[src/rtl/pdi_scan_sequencer_if.sv]
// ---------------------------------------------------------------------------
// pdi_scan_sequencer_if
//   Bundles the board-side serial chain pins and the published result bus of
//   the PDI scan sequencer into one interface.
//
//   Signals
//     Enable      continuous scan enable (from control logic)
//     PdiDat[1:0] serial data from chains: [0] bearing, [1] ship heading
//     PdiClk[1:0] shift clocks to the chains
//     PdiLt[1:0]  latch pulses to the chains (both bits identical)
//     Bear        last confirmed bearing word
//     Ship        last confirmed ship heading word
//     Valid       1-cycle strobe, Bear/Ship updated
//     Mismatch    1-cycle strobe, frame differed from previous one
//     FrameCount  frames completed, wraps 255 -> 0
//     Busy        sequencer is not idle
//
//   Modports
//     master  the sequencer itself (drives pins and result bus)
//     slave   the surroundings (chains and consumers)
// ---------------------------------------------------------------------------
interface pdi_scan_sequencer_if #(
  parameter int BEAR_BITS = 12,
  parameter int SHIP_BITS = 8
);

  logic                 Enable;
  logic [1:0]           PdiDat;
  logic [1:0]           PdiClk;
  logic [1:0]           PdiLt;
  logic [BEAR_BITS-1:0] Bear;
  logic [SHIP_BITS-1:0] Ship;
  logic                 Valid;
  logic                 Mismatch;
  logic [7:0]           FrameCount;
  logic                 Busy;

  modport master (
    input  Enable, PdiDat,
    output PdiClk, PdiLt, Bear, Ship, Valid, Mismatch, FrameCount, Busy
  );

  modport slave (
    output Enable, PdiDat,
    input  PdiClk, PdiLt, Bear, Ship, Valid, Mismatch, FrameCount, Busy
  );

endinterface

[src/rtl/pdi_scan_sequencer.sv]
// ---------------------------------------------------------------------------
// pdi_scan_sequencer
//   Drives the external serial-to-parallel chains: pulses the latch, clocks
//   out BEAR_BITS bearing bits (channel 0) and SHIP_BITS ship heading bits
//   (channel 1), MSB first, and publishes a word only once two consecutive
//   frames agree. A disagreeing frame raises a Mismatch strobe and leaves the
//   published words untouched.
//
//   Ports
//     Clk    system clock (Clk40M domain)
//     Reset  synchronous reset, active-high
//     bus    pdi_scan_sequencer_if.master: Enable/PdiDat in, pins and result
//            bus out (see interface header)
//
//   Parameters
//     DIV        Clk cycles per PdiClk half-period and per latch pulse (>=1)
//     BEAR_BITS  bits shifted on channel 0
//     SHIP_BITS  bits shifted on channel 1 (<= BEAR_BITS)
//     SCAN_GAP   idle Clk cycles between frames (>=1)
// ---------------------------------------------------------------------------
module pdi_scan_sequencer #(
  parameter int DIV       = 2,
  parameter int BEAR_BITS = 12,
  parameter int SHIP_BITS = 8,
  parameter int SCAN_GAP  = 16
) (
  input  logic                   Clk,
  input  logic                   Reset,
  pdi_scan_sequencer_if.master   bus
);

  localparam int PH_W    = $clog2(2 * DIV);
  localparam int SLOT_W  = $clog2(BEAR_BITS + 1);
  localparam int GAP_W   = $clog2(SCAN_GAP + 1);
  localparam int FRAME_W = BEAR_BITS + SHIP_BITS;

  localparam logic [PH_W-1:0]   PH_LOW_LAST = PH_W'(DIV - 1);
  localparam logic [PH_W-1:0]   PH_LAST     = PH_W'(2 * DIV - 1);
  localparam logic [SLOT_W-1:0] SLOT_LAST   = SLOT_W'(BEAR_BITS - 1);
  localparam logic [SLOT_W-1:0] SHIP_SLOTS  = SLOT_W'(SHIP_BITS);
  localparam logic [GAP_W-1:0]  GAP_LAST    = GAP_W'(SCAN_GAP - 1);

  typedef enum logic [2:0] {
    IDLE,
    LATCH,
    SHIFT,
    UPDATE,
    GAP
  } state_e;

  state_e               state_q;
  logic [PH_W-1:0]      phase_q;
  logic [SLOT_W-1:0]    slot_q;
  logic [GAP_W-1:0]     gap_q;
  logic [BEAR_BITS-1:0] bearSh_q;
  logic [SHIP_BITS-1:0] shipSh_q;
  logic [FRAME_W-1:0]   prevFrame_q;
  logic                 prevOk_q;
  logic [1:0]           pdiClk_q;
  logic [1:0]           pdiLt_q;
  logic [BEAR_BITS-1:0] bear_q;
  logic [SHIP_BITS-1:0] ship_q;
  logic                 valid_q;
  logic                 mismatch_q;
  logic [7:0]           frameCount_q;
  logic                 busy_q;

  // The freshly shifted frame is what prevFrame_q takes on at the end of the
  // shift phase, so it doubles as the comparison operand.
  logic [FRAME_W-1:0]   frame_d;
  logic                 frameEq;

  assign frame_d = {bearSh_q, shipSh_q};
  assign frameEq = (frame_d == prevFrame_q);

  // Single sequencer FSM. Every pin and result output is a register that is
  // loaded on the same edge the state/counters move, so the outputs always
  // describe the cycle the FSM is in. The confirm/mismatch decision is made
  // on the edge leaving the last shift cycle; the last data sample was taken
  // DIV cycles earlier, so the shift registers are already complete and the
  // strobes are visible during the single UPDATE cycle.
  always_ff @(posedge Clk) begin
    if (Reset) begin
      state_q      <= IDLE;
      phase_q      <= '0;
      slot_q       <= '0;
      gap_q        <= '0;
      bearSh_q     <= '0;
      shipSh_q     <= '0;
      prevFrame_q  <= '0;
      prevOk_q     <= 1'b0;
      pdiClk_q     <= 2'b00;
      pdiLt_q      <= 2'b00;
      bear_q       <= '0;
      ship_q       <= '0;
      valid_q      <= 1'b0;
      mismatch_q   <= 1'b0;
      frameCount_q <= '0;
      busy_q       <= 1'b0;
    end else begin
      valid_q    <= 1'b0;
      mismatch_q <= 1'b0;

      case (state_q)
        IDLE: begin
          pdiClk_q <= 2'b00;
          pdiLt_q  <= 2'b00;
          if (bus.Enable) begin
            state_q <= LATCH;
            phase_q <= '0;
            pdiLt_q <= 2'b11;
            busy_q  <= 1'b1;
          end
        end

        LATCH: begin
          if (phase_q == PH_LOW_LAST) begin
            state_q <= SHIFT;
            phase_q <= '0;
            slot_q  <= '0;
            pdiLt_q <= 2'b00;
          end else begin
            phase_q <= phase_q + 1'b1;
          end
        end

        SHIFT: begin
          // Last low cycle of the slot: sample the chains, then raise the
          // clocks. Channel 1 only participates in its first SHIP_BITS slots.
          if (phase_q == PH_LOW_LAST) begin
            bearSh_q <= (bearSh_q << 1) | BEAR_BITS'(bus.PdiDat[0]);
            if (slot_q < SHIP_SLOTS) begin
              shipSh_q <= (shipSh_q << 1) | SHIP_BITS'(bus.PdiDat[1]);
            end
            pdiClk_q <= {(slot_q < SHIP_SLOTS), 1'b1};
          end

          if (phase_q == PH_LAST) begin
            phase_q  <= '0;
            pdiClk_q <= 2'b00;
            if (slot_q == SLOT_LAST) begin
              state_q <= UPDATE;
              if (frameEq && prevOk_q) begin
                bear_q  <= bearSh_q;
                ship_q  <= shipSh_q;
                valid_q <= 1'b1;
              end else if (prevOk_q) begin
                mismatch_q <= 1'b1;
              end
              prevFrame_q  <= frame_d;
              prevOk_q     <= 1'b1;
              frameCount_q <= frameCount_q + 8'd1;
            end else begin
              slot_q <= slot_q + 1'b1;
            end
          end else begin
            phase_q <= phase_q + 1'b1;
          end
        end

        UPDATE: begin
          state_q <= GAP;
          gap_q   <= '0;
        end

        GAP: begin
          if (gap_q == GAP_LAST) begin
            if (bus.Enable) begin
              state_q <= LATCH;
              phase_q <= '0;
              pdiLt_q <= 2'b11;
            end else begin
              state_q <= IDLE;
              busy_q  <= 1'b0;
            end
          end else begin
            gap_q <= gap_q + 1'b1;
          end
        end

        default: begin
          state_q <= IDLE;
          busy_q  <= 1'b0;
        end
      endcase
    end
  end

  assign bus.PdiClk     = pdiClk_q;
  assign bus.PdiLt      = pdiLt_q;
  assign bus.Bear       = bear_q;
  assign bus.Ship       = ship_q;
  assign bus.Valid      = valid_q;
  assign bus.Mismatch   = mismatch_q;
  assign bus.FrameCount = frameCount_q;
  assign bus.Busy       = busy_q;

endmodule

[src/flat_wrapper.sv]
// flat-port wrapper written by rule: the top's interface ports become plain ports
module pdi_scan_sequencer_flat 
#(
  parameter int DIV       = 2,
  parameter int BEAR_BITS = 12,
  parameter int SHIP_BITS = 8,
  parameter int SCAN_GAP  = 16
)
  (Clk, Reset, bus_Enable, bus_PdiDat, bus_PdiClk, bus_PdiLt, bus_Bear, bus_Ship, bus_Valid, bus_Mismatch, bus_FrameCount, bus_Busy);
  pdi_scan_sequencer_if #(.BEAR_BITS(BEAR_BITS), .SHIP_BITS(SHIP_BITS)) bus_i ();
  input  logic Clk;
  input  logic Reset;
  input wire logic [$bits(bus_i.Enable)-1:0] bus_Enable;
  input wire logic [$bits(bus_i.PdiDat)-1:0] bus_PdiDat;
  output wire logic [$bits(bus_i.PdiClk)-1:0] bus_PdiClk;
  output wire logic [$bits(bus_i.PdiLt)-1:0] bus_PdiLt;
  output wire logic [$bits(bus_i.Bear)-1:0] bus_Bear;
  output wire logic [$bits(bus_i.Ship)-1:0] bus_Ship;
  output wire logic [$bits(bus_i.Valid)-1:0] bus_Valid;
  output wire logic [$bits(bus_i.Mismatch)-1:0] bus_Mismatch;
  output wire logic [$bits(bus_i.FrameCount)-1:0] bus_FrameCount;
  output wire logic [$bits(bus_i.Busy)-1:0] bus_Busy;
  assign bus_i.Enable = bus_Enable;
  assign bus_i.PdiDat = bus_PdiDat;
  assign bus_PdiClk = bus_i.PdiClk;
  assign bus_PdiLt = bus_i.PdiLt;
  assign bus_Bear = bus_i.Bear;
  assign bus_Ship = bus_i.Ship;
  assign bus_Valid = bus_i.Valid;
  assign bus_Mismatch = bus_i.Mismatch;
  assign bus_FrameCount = bus_i.FrameCount;
  assign bus_Busy = bus_i.Busy;
  pdi_scan_sequencer #(.DIV(DIV), .BEAR_BITS(BEAR_BITS), .SHIP_BITS(SHIP_BITS), .SCAN_GAP(SCAN_GAP)) u_core (.Clk(Clk), .Reset(Reset), .bus(bus_i));
endmodule
[config.mk]
export PLATFORM = sky130hd
export DESIGN_NAME = pdi_scan_sequencer_flat
export DESIGN_NICKNAME = d
export VERILOG_FILES = /design/src/rtl/pdi_scan_sequencer_if.sv /design/src/rtl/pdi_scan_sequencer.sv /design/src/flat_wrapper.sv
export SDC_FILE = /design/constraint.sdc
export NUM_CORES = 1
export LEC_CHECK = 0
export ABC_CLOCK_PERIOD_IN_PS = 1700
export CORE_ASPECT_RATIO = 1.75
export CORE_MARGIN = 8
export CORE_UTILIZATION = 35
export CTS_CLUSTER_DIAMETER = 200
export DETAILED_ROUTE_END_ITERATION = 8
export GPL_TIMING_DRIVEN = 0
export PLACE_DENSITY_LB_ADDON = 0.25
export SKIP_CTS_REPAIR_TIMING = 1
export SYNTH_ARGS = -nofsm -noshare
export SYNTH_HDL_FRONTEND = slang
export SYNTH_SLANG_ARGS = --single-unit
[constraint.sdc]
create_clock -name Clk -period 1.7 [get_ports Clk]
set_input_delay 0.34 -clock Clk [delete_from_list [all_inputs] [get_ports Clk]]
set_output_delay 0.34 -clock Clk [all_outputs]
set_load 0.01 [all_outputs]
==> run metrics <==
result of the run finished, final reports clean; Max Fclk 0.596 GHz; Worst slew margin 0.612; setup TNS 0 ns; EDFF count, synth 0; unrepaired setup endpoints after global routing true; area of the multi-input gates 0.00218 mm²; Leak Pwr 1.87 nW; crit path max fanout 5; CTS root buf clkbuf_16; Antenna Diode Count 0; total routed wirelength 9.62 mm; Die Ht 156 µm; initial antenna violation count 0; Die Area 0.0150 mm²; Fin. Hold Viols 0; largest cells by area after synthesis dfxtp_1 (45%), nand2_1 (8.0%), a21oi_1 (7.0%); CTS tree built; via count 3348; Slew @ Worst Pin 0.582 ns; wire length of the first global-routing pass 15.1 mm; ys flop type dfxtp_1; Clock Path Buffers 2; Synth warnings 0; post-DR wirelength/cell 14.5 µm; maxcap violations 0; clk sinks 89; Worst Hold Class register to register; Rows 51; WHS Path Cells 2; Worst setup SP type register; max-slew violation count 0; Util after Layout 0.462; placed cells 635; final weighted congestion in routability-driven placement 0.839; layout cell share with drive strength beyond 1 0.168; min Tclk post-route 1.68 ns; CP required 1.93 ns; vias in the first global route 3063; total CTS buffers 9; Final Cycle Share 0.987; Max IR drop VDD 0.509 mV; routed vias/inst 5.05; final setup violation count 0; asr flop ratio synth 0; nets@finish 538; core area 0.0110 mm²; Worst Path Arrival 1.91 ns; largest net degree at the start of global routing 14; Register Area 0.00181 mm²; die width 96.2 µm; Syn Nets 477; Initial Util 0.356; IO Count 40; Synth Instances 465; register area share after synthesis 0.453; pwr/cell area 825 mW/mm²; hpwl dp 6.82 mm; GR Overflow Total 0; R2R depth 6; buffers added on ports 38; Initial DRC Count 106; worst clock skew 0.00667 ns; router iterations before antenna repair 4; CP Capture Type register; Clock Latency Late Sink 0.34 ns; Seq cells post-synth 89; Netlist cell types 48; DRC viols 0; fillers 1051; global-route usage over all layers 0.129; Post-Layout Cell Count 663; H-tree levels 3; post-route ant nets 0; syn_area_per_cell 8.46 µm²; cell taking the most area after synthesis dfxtp_1; Mapped Area 0.00394 mm²; clock slew at reported path FFs 0.06 ns; Area Overhead vs Synth 29.5%; WS Path Type register to register; Synth top area share 0.453
-- worst max-delay path: stages (launching register included) --
cell	delay [ns]
dfxtp_2	0.35
xnor2_1	0.22
nand4_1	0.21
nor4_4	0.33
nand3_4	0.14
buf_6	0.17
mux2i_2	0.15
-- cell type report --
cell class / count / area share
clock buffer: 14 / 0.0518
sequential: 89 / 0.356
buffer: 27 / 0.0326
timing repair buffer: 49 / 0.0913
clock inverter: 2 / 0.00245
tap: 132 / 0.0324
multi-input combinational: 341 / 0.427
inverter: 9 / 0.00663
-- report_power, final --
group	internal [mW]	switching [mW]	total, mW
Sequential	2.10	0.0167	2.11
Combinational	0.102	0.132	0.234
Clock	1.07	0.788	1.86
-- cells in the mapped netlist (all sizes together) (2+ instances only) --
| cell | n |
|---|---|
| clkbuf | 17 |
| nand2 | 84 |
| mux2i | 21 |
| nand4 | 5 |
| and3 | 7 |
| o21ai | 13 |
| dfxtp | 89 |
| and2b | 2 |
| buf | 10 |
| nor4 | 3 |
| a2bb2oi | 2 |
| inv | 9 |
| nor3b | 3 |
| nand3 | 6 |
| a21oi | 55 |
| a32oi | 2 |
| nor2 | 33 |
| nor2b | 2 |
| nor3 | 7 |
| nand2b | 44 |
| xor2 | 12 |
| xnor2 | 13 |
| ha | 7 |
-- cells by family (layout without fill, tap and decap cells) --
kind of cell               after synthesis  in the layout  synth area share
AOI/OAI and AO/OA                       84             85             0.122
xor gates and xnor gates                25             25            0.0556
adders and majority gates                7              7            0.0223
buffers and inverters                   36            101            0.0420
DFF                                     89             89             0.453
muxes                                   21             21            0.0534
and+or+nand+nor                        203            203             0.252
-- flip-flops by register name (all words and copies together) (netlist names), 3 cells and up --
register	count
u_core.bearSh_q	12
u_core.bus.Bear	12
u_core.bus.FrameCount	8
u_core.bus.Ship	8
u_core.gap_q	5
u_core.prevFrame_q	20
u_core.shipSh_q	8
u_core.slot_q	4
u_core.state_q	3
-- path summary, 6_finish.rpt --
path                                       startpoint                                  end  slack, ns
setup / recovery      u_core.shipSh_q[5]$_SDFFE_PP0P_      u_core.bus.Ship[1]$_SDFFE_PP0P_       0.02
hold / removal    u_core.prevFrame_q[17]$_SDFFE_PP0P_  u_core.prevFrame_q[17]$_SDFFE_PP0P_       0.47
setup reg to reg      u_core.shipSh_q[5]$_SDFFE_PP0P_      u_core.bus.Ship[1]$_SDFFE_PP0P_       0.02
hold reg to reg   u_core.prevFrame_q[17]$_SDFFE_PP0P_  u_core.prevFrame_q[17]$_SDFFE_PP0P_       0.47
-- routing by layer --
layer,wire (µm),GRT usage,vias up
met4,210,0.0678,0
li1,-,-,1697
met5,0,0,-
met2,5250,0.230,71
met3,372,0.0201,14
met1,3790,0.137,1566
-- cells in the final DEF, fill, tap and decap left out, types with 13 or more instances in the layout --
cell	n
buf_4	13
a21oi_1	53
clkbuf_1	16
mux2i_1	20
dfxtp_1	66
clkdlybuf4s50_1	37
nand2b_1	44
dfxtp_2	22
nor2_1	31
nand2_1	84
-- through the flow --
step | power, mW | hold WS [ns] | setup WS, ns | cell area, µm²
6_report | 4.21 | 0.467 | 0.0226 | 5100
4_1_cts | 4.23 | 0.469 | -0.194 | 4760
2_1_floorplan | 2.30 | 0.444 | 0.00140 | 3940
5_1_grt | 4.36 | 0.483 | -0.0394 | 5100
3_3_place_gp | 2.36 | 0.454 | -0.125 | 4480
3_5_place_dp | 2.36 | 0.460 | -0.191 | 4480
Power figures use the tool's default switching activity.
